--- src/rtl/risc_controller.sv ---
// risc_controller: multi-cycle Moore control FSM for the Simple RISC Machine.
// Sequences fetch, PC update, decode and the per-instruction micro-steps,
// driving every datapath enable, mux select, ALU opcode and memory command.
module risc_controller #(
  parameter int DATA_WIDTH = 16
) (
  input  logic                  clk,
  input  logic                  rst_n,
  input  logic [DATA_WIDTH-1:0] instr,
  input  logic                  Z,
  input  logic                  N,
  input  logic                  V,
  output logic [1:0]            nsel,
  output logic [1:0]            vsel,
  output logic                  write,
  output logic                  loada,
  output logic                  loadb,
  output logic                  loadc,
  output logic                  loads,
  output logic                  asel,
  output logic                  bsel,
  output logic [1:0]            alu_op,
  output logic                  load_ir,
  output logic                  load_pc,
  output logic                  reset_pc,
  output logic                  load_addr,
  output logic                  pc_sel,
  output logic                  addr_sel,
  output logic [1:0]            mem_cmd,
  output logic                  halted
);

  localparam logic [4:0] S_RESET     = 5'd0;
  localparam logic [4:0] S_IF1       = 5'd1;
  localparam logic [4:0] S_IF2       = 5'd2;
  localparam logic [4:0] S_UPDATE_PC = 5'd3;
  localparam logic [4:0] S_DECODE    = 5'd4;
  localparam logic [4:0] S_WR_IMM    = 5'd5;
  localparam logic [4:0] S_GET_A     = 5'd6;
  localparam logic [4:0] S_GET_B     = 5'd7;
  localparam logic [4:0] S_EXEC      = 5'd8;
  localparam logic [4:0] S_WR_REG    = 5'd9;
  localparam logic [4:0] S_MEM_ADDR  = 5'd10;
  localparam logic [4:0] S_LD_ADDR   = 5'd11;
  localparam logic [4:0] S_MEM_RD    = 5'd12;
  localparam logic [4:0] S_WR_MEM    = 5'd13;
  localparam logic [4:0] S_GET_D     = 5'd14;
  localparam logic [4:0] S_PASS_D    = 5'd15;
  localparam logic [4:0] S_MEM_WR    = 5'd16;
  localparam logic [4:0] S_HALT      = 5'd17;

  logic [4:0] r_state;
  logic [4:0] w_next;
  logic [2:0] w_opcode;
  logic [1:0] w_op;
  logic [2:0] w_cond;
  logic [4:0] w_opc_op;
  logic       w_taken;
  logic       w_unused_bits;

  assign w_opcode      = instr[15:13];
  assign w_op          = instr[12:11];
  assign w_cond        = instr[10:8];
  assign w_opc_op      = {w_opcode, w_op};
  // Register indices and immediates are consumed by the datapath, not here.
  assign w_unused_bits = ^instr[7:0];

  // Branch condition from the registered status flags.
  always_comb begin
    w_taken = 1'b0;
    case (w_cond)
      3'b000:  w_taken = 1'b1;
      3'b001:  w_taken = Z;
      3'b010:  w_taken = ~Z;
      3'b011:  w_taken = N ^ V;
      3'b100:  w_taken = Z | (N ^ V);
      default: w_taken = 1'b0;
    endcase
  end

  // State register; reset is asynchronous so a pending write is abandoned at once.
  always_ff @(posedge clk or negedge rst_n) begin
    if (!rst_n) r_state <= S_RESET;
    else        r_state <= w_next;
  end

  // Next-state sequencing through fetch, decode and per-instruction steps.
  always_comb begin
    w_next = S_RESET;
    case (r_state)
      S_RESET:     w_next = S_IF1;
      S_IF1:       w_next = S_IF2;
      S_IF2:       w_next = S_UPDATE_PC;
      S_UPDATE_PC: w_next = S_DECODE;
      S_DECODE: begin
        case (w_opc_op)
          5'b110_10:                     w_next = S_WR_IMM;
          5'b110_00, 5'b101_11:          w_next = S_GET_B;
          5'b101_00, 5'b101_01, 5'b101_10,
          5'b011_00, 5'b100_00:          w_next = S_GET_A;
          default: w_next = (w_opcode == 3'b111) ? S_HALT : S_IF1;
        endcase
      end
      S_WR_IMM:    w_next = S_IF1;
      S_GET_A:     w_next = (w_opcode == 3'b011 || w_opcode == 3'b100) ? S_MEM_ADDR : S_GET_B;
      S_GET_B:     w_next = S_EXEC;
      S_EXEC:      w_next = (w_opc_op == 5'b101_01) ? S_IF1 : S_WR_REG;
      S_WR_REG:    w_next = S_IF1;
      S_MEM_ADDR:  w_next = S_LD_ADDR;
      S_LD_ADDR:   w_next = (w_opcode == 3'b011) ? S_MEM_RD : S_GET_D;
      S_MEM_RD:    w_next = S_WR_MEM;
      S_WR_MEM:    w_next = S_IF1;
      S_GET_D:     w_next = S_PASS_D;
      S_PASS_D:    w_next = S_MEM_WR;
      S_MEM_WR:    w_next = S_IF1;
      S_HALT:      w_next = S_HALT;
      default:     w_next = S_RESET;
    endcase
  end

  // Moore outputs per state; only DECODE's PC load looks at instr and flags.
  always_comb begin
    nsel      = 2'd0;
    vsel      = 2'd0;
    write     = 1'b0;
    loada     = 1'b0;
    loadb     = 1'b0;
    loadc     = 1'b0;
    loads     = 1'b0;
    asel      = 1'b0;
    bsel      = 1'b0;
    alu_op    = 2'b00;
    load_ir   = 1'b0;
    load_pc   = 1'b0;
    reset_pc  = 1'b0;
    load_addr = 1'b0;
    pc_sel    = 1'b0;
    addr_sel  = 1'b0;
    mem_cmd   = 2'b00;
    halted    = 1'b0;
    case (r_state)
      S_RESET: begin
        reset_pc = 1'b1;
        load_pc  = 1'b1;
      end
      S_IF1: begin
        addr_sel = 1'b1;
        mem_cmd  = 2'b01;
      end
      S_IF2: begin
        addr_sel = 1'b1;
        mem_cmd  = 2'b01;
        load_ir  = 1'b1;
      end
      S_UPDATE_PC: load_pc = 1'b1;
      S_DECODE: begin
        if (w_opcode == 3'b001 && w_taken) begin
          load_pc = 1'b1;
          pc_sel  = 1'b1;
        end
      end
      S_WR_IMM: begin
        vsel  = 2'd2;
        write = 1'b1;
      end
      S_GET_A: loada = 1'b1;
      S_GET_B: begin
        nsel  = 2'd2;
        loadb = 1'b1;
      end
      S_EXEC: begin
        if (w_opcode == 3'b110) begin
          // MOV reg passes B through an adder with A forced to zero.
          asel  = 1'b1;
          loadc = 1'b1;
        end else if (w_opc_op == 5'b101_01) begin
          // CMP only updates the status register.
          loads  = 1'b1;
          alu_op = 2'b01;
        end else begin
          alu_op = w_op;
          loadc  = 1'b1;
        end
      end
      S_WR_REG: begin
        nsel  = 2'd1;
        write = 1'b1;
      end
      S_MEM_ADDR: begin
        bsel  = 1'b1;
        loadc = 1'b1;
      end
      S_LD_ADDR: load_addr = 1'b1;
      S_MEM_RD:  mem_cmd = 2'b01;
      S_WR_MEM: begin
        mem_cmd = 2'b01;
        nsel    = 2'd1;
        vsel    = 2'd3;
        write   = 1'b1;
      end
      S_GET_D: begin
        nsel  = 2'd1;
        loadb = 1'b1;
      end
      S_PASS_D: begin
        asel  = 1'b1;
        loadc = 1'b1;
      end
      S_MEM_WR: mem_cmd = 2'b10;
      S_HALT:   halted  = 1'b1;
      default: ;
    endcase
  end

endmodule

--- config.mk ---
export PLATFORM = sky130hd
export DESIGN_NAME = risc_controller
export DESIGN_NICKNAME = d
export VERILOG_FILES = /design/src/rtl/risc_controller.sv
export SDC_FILE = /design/constraint.sdc
export NUM_CORES = 1
export LEC_CHECK = 0
export CAP_MARGIN = 20
export CORE_UTILIZATION = 40
export CTS_BUF_LIST = sky130_fd_sc_hd__clkbuf_8
export DETAILED_ROUTE_END_ITERATION = 8
export PLACE_DENSITY = 0.87
export SETUP_SLACK_MARGIN = 0.02
export SYNTH_ARGS = -nofsm -noshare
export SYNTH_HDL_FRONTEND = slang
export SYNTH_SLANG_ARGS = --single-unit
--- constraint.sdc ---
create_clock -name clk -period 1.7 [get_ports clk]
set_clock_uncertainty 0.05 [all_clocks]
set_input_delay 0.17 -clock clk [delete_from_list [all_inputs] [get_ports clk]]
set_output_delay 0.17 -clock clk [all_outputs]
set_load 0.005 [all_outputs]
==> results of run 1 <==
==> cell usage after synthesis, types with 2 or more instances <==
library cell / count / area (µm²)
nand4_1: 2 / 12.5
buf_2: 2 / 10.0
nand2b_4: 2 / 27.5
nor2b_1: 2 / 12.5
nand3_1: 2 / 10.0
nand2b_1: 2 / 12.5
a31oi_1: 2 / 12.5
and3_1: 5 / 31.3
o22ai_1: 2 / 12.5
inv_1: 3 / 11.3
buf_6: 2 / 22.5
inv_2: 2 / 7.51
or3_1: 2 / 12.5
a21oi_1: 8 / 40.0
dfrtp_1: 5 / 125
nor2_1: 14 / 52.6
and2b_1: 3 / 22.5
nor3_1: 4 / 20.0
o211ai_1: 3 / 22.5
nand2_1: 6 / 22.5
buf_4: 2 / 15.0
and2_1: 3 / 18.8
o21ai_0: 2 / 10.0
==> kinds of logic after synthesis <==
group / share of synthesized area, %
buffers and inverters: 8.82
AO/OA/AOI/OAI: 27.7
flip-flops: 15.7
AND/OR/NAND/NOR: 43.0
XOR/XNOR: 2.21
multiplexers: 1.26
adder cells (fa/ha/maj): 1.26
==> repair_timing <==
action / 4_1_cts
setup endpoints to repair: 22
gates cloned: 0
gates resized for setup: 114
buffers inserted: 20
pin swaps: 20
==> metrics by stage <==
step | instance area [µm²] | utilization (%) | setup TNS (ns)
4_1_cts | 1610 | 89.5 | -1.20
3_5_place_dp | 1360 | 75.2 | -5.01
3_3_place_gp | 1360 | 75.2 | -3.92
2_1_floorplan | 795 | - | 0
==> flow_summary.ini, run 1 <==
[outcome]
status = aborted with a tool error
lastStage = 5_1_grt
error = [ERROR DPL-0038] Utilization greater than 100%, impossible to legalize

[synth]
syn-num-nets = 129
synth_edf_count = 0
synthCells = 108
yosysWarningCount = 0
synth-seq-cells = 5
synth_flop_cell = dfrtp_1
netlist_area_um2 = 795
syn_area_per_cell_um2 = 7.36
yosysSeqAreaShare_pct = 15.7
netlist-cell-type-count = 51
synthArstFlopShare_pct = 100

[global_route]
grt_start_max_net_pins = 11

[placement]
port_buffers = 34
dp.cells = 192
place_congestion = 0.967
dpl.hpwl_mm = 2.27
dp_slack_ns = -0.516

[clock_network]
cts_max_level = 1
cts_root_buf = clkbuf_8
cts_buffer_depth = 2
cts_hold_buf = 0
clock_sinks = 5
cts_buffers = 3

[floorplan]
start_util_pct = 44.1
core.rowCount = 15
io_pins = 43
die_h_um = 46.6
die_w_um = 46.6

[timing]
worstEpCategory = primary output
worst_endpoint = load_pc
==> inputs of run 2 (changes only) <==
==> config.mk (replaced) <==
export PLATFORM = sky130hd
export DESIGN_NAME = risc_controller
export DESIGN_NICKNAME = d
export VERILOG_FILES = /design/src/rtl/risc_controller.sv
export SDC_FILE = /design/constraint.sdc
export NUM_CORES = 1
export LEC_CHECK = 0
export CAP_MARGIN = 20
export CORE_AREA = 2 2 63 65
export DETAILED_ROUTE_END_ITERATION = 8
export DIE_AREA = 0 0 65 67
export PLACE_DENSITY_LB_ADDON = 0.15
export SYNTH_ARGS = -nofsm -noshare
export SYNTH_HDL_FRONTEND = slang
export SYNTH_SLANG_ARGS = --single-unit
==> run 2 against run 1 <==
  * The flow now finishes, with violations (setup timing)
  * Area after synthesis unchanged
  * Synthesized cell count unchanged
==> flow_summary.ini, run 2 <==
[pwr]
p_seq_share_pct = 9.3
ir_worst_vdd_v = 0.000924
clockPowerShare_pct = 7.8
p_leak_nw = 0.877
p_comb_share_pct = 82.9
p_int_mw = 1.66
p_sw_mw = 1.09
p_per_area_nw_per_um2 = 1520
netSwitchingFraction_pct = 39.5

[timing]
worst_pin_slew_ns = 0.282
finalSetupViolations = 11
period_minus_slack_ns = 1.89
timing.final.ws_setup_ns = -0.188
drv_slew = 0
rsz0062_at_grt = yes
max_freq_mhz = 530
finalHoldViolCount = 0
post-route-period-util_pct = 111
slew_headroom_pct = 81.1

[global_route]
grt_use_total_pct = 15.1
grt_start_max_net_pins = 12
antenna_found_initial = 0
grt_pass1_wl_mm = 5.20
grt-ovfl-total = 0
first_global_vias = 1152

[cells_and_area]
n_fill_cell = 347
fin_nets = 226
largest-register = r_state
area_growth_pct = 127
layout-drive-gt1-share_pct = 62.7
final_cell_mix = buf_4, buf_6, buf_2, clkdlybuf4s50_1
largest_reg_flops = 5
reg_top3 = r_state (5)
register_area_um2 = 130
diodes = 0
multiInputGateArea_um2 = 738
fin_area_um2 = 1810
final_common_cell = buf_4

[clock_network]
cts_buffer_depth = 2
cts_tree = built
cts_buffers = 3
cts_hold_buf = 0
cts_root_buf = clkbuf_8
clock_sinks = 5
cts_max_level = 1
path_clk_slew_ns = 0.03
clock_latency_ns = 0.22

[floorplan]
io_pins = 43
die_w_um = 65
die_h_um = 67
design.die.area_um2 = 4360
core_area_um2 = 3610
start_util_pct = 22.0
core.rowCount = 22

[synth]
synth.most_common_cell = nor2_1
netlist-cell-type-count = 51
netlist_top_cells_count = nor2_1, a21oi_1, nand2_1
syn-num-nets = 129
yosysWarningCount = 0
synthArstFlopShare_pct = 100
synthCells = 108
syn_area_per_cell_um2 = 7.36
netlist_area_um2 = 795
yosysTopAreaCellShare_pct = 15.7
synthTopCellsByArea = dfrtp_1, nor2_1, a21oi_1
synth_edf_count = 0
yosysSeqAreaShare_pct = 15.7
synth.largest_area_cell = dfrtp_1
synth_flop_cell = dfrtp_1
synth-seq-cells = 5

[setup_path]
crit_arrival_ns = 1.67
crit_path_end_kind = output port
crit_fanout = 4
rr_worst_depth = 5
cp-start-kind = register
r2r_setup_slack_ns = 0.11
max_stage_delay_ns = 0.43
rr_startpoint = r_state[1]$_DFF_PN0_
cp_slowest_cell = dfrtp_2
critical_path_class = reg -> out
cp_cell_sequence = or2_1 -> buf_6 -> or4_4 -> o31ai_4 -> buf_2
crit_required_ns = 1.48
rr_endpoint = r_state[3]$_DFF_PN0_

[placement]
port_buffers = 34
dpl.hpwl_mm = 2.39
place_congestion = 0.858
post_dp_cell_area_um2 = 1410
dp_slack_ns = -0.459

[detailed_routing]
dr.pass1.iters = 4
postRouteAntennaNets = 0
drt-wirelength-per-cell_um = 13.9
drt-initial-drc-count = 46
routed_via_density = 4.82
routed_wl_mm = 3.50
vias = 1214
remaining_drc_errors = 0

[hold_path]
hp-class = in -> async

[job]
maxCapViolCount = 0

[outcome]
status = complete, but fails checks
violations = setup timing
## run 2: cell type report
type | instances | share of cell area, %
repair buffers | 99 | 45.1
well taps | 48 | 3.32
flip-flops and latches | 5 | 7.20
inverters | 5 | 1.04
clock buffers | 4 | 2.49
multi-input cells | 91 | 40.9
## run 2: cell families (layout without fill, tap and decap cells)
group,after synthesis,in the layout,share of synthesized area [%]
AND/OR/NAND/NOR,57,57,43.0
AO/OA/AOI/OAI,30,30,27.7
buffers and inverters,12,108,8.82
flip-flops,5,5,15.7
XOR/XNOR,2,2,2.21
adder cells (fa/ha/maj),1,1,1.26
multiplexers,1,1,1.26
## run 2: routing by layer
layer | GRT usage (%) | part of all wire (%) | wire [µm] | vias up
met4 | 4.52 | 1.6 | 55 | 0
li1 | - | - | - | 587
met1 | 18.6 | 43 | 1490 | 586
met2 | 27.6 | 52 | 1820 | 35
met5 | 0 | 0 | 0 | -
met3 | 1.35 | 3.9 | 138 | 6
## run 2: power groups by stage
stage               Clock [mW]  Combinational (mW)  Sequential [mW]
detailed placement           0                1.51            0.259
global placement             0                1.51            0.263
floorplan                    0               0.747            0.214
global route             0.229                2.45            0.263
CTS                      0.222                1.73            0.241
finish                   0.215                2.28            0.256
## run 2: through the flow
| stage | hold slack (ns) | instances | util, % | TNS (ns) | power, mW |
|---|---|---|---|---|---|
| global placement | 0.343 | 219 | 39.2 | -4.88 | 1.78 |
| detailed placement | 0.352 | 219 | 39.2 | -4.97 | 1.77 |
| finish | 0.118 | 252 | 50.1 | -0.969 | 2.75 |
| global route | 0.133 | 252 | 50.1 | -1.79 | 2.95 |
| floorplan | -0.176 | 108 | - | 0 | 0.961 |
| CTS | 0.120 | 236 | 43.7 | -1.29 | 2.19 |
## run 2: critical path, delay by kind of cell (launching register included)
family          cells  cell delay [ns]
simple gates        2             0.69
flops               1             0.43
buf+inv             2             0.26
compound gates      1             0.06
## run 2: worst max path at each step
stage,start,to,slack [ns],cells after the start
2_1_floorplan,r_state[4]$_DFF_PN0_,alu_op[0],0.26,4
3_3_place_gp,instr[11],loads,-0.44,5
3_5_place_dp,instr[11],loads,-0.46,5
4_1_cts,r_state[1]$_DFF_PN0_,addr_sel,-0.22,5
5_1_grt,r_state[4]$_DFF_PN0_,alu_op[1],-0.23,6
6_report,r_state[2]$_DFF_PN0_,load_pc,-0.19,5
## run 2: repair_timing
action,4_1_cts,5_1_grt
cloned,0,0
resized for setup,83,53
setup endpoints to repair,22,22
setup buffers,13,18
pin swaps,11,21
Note: power is estimated with default switching activity, not from simulation.
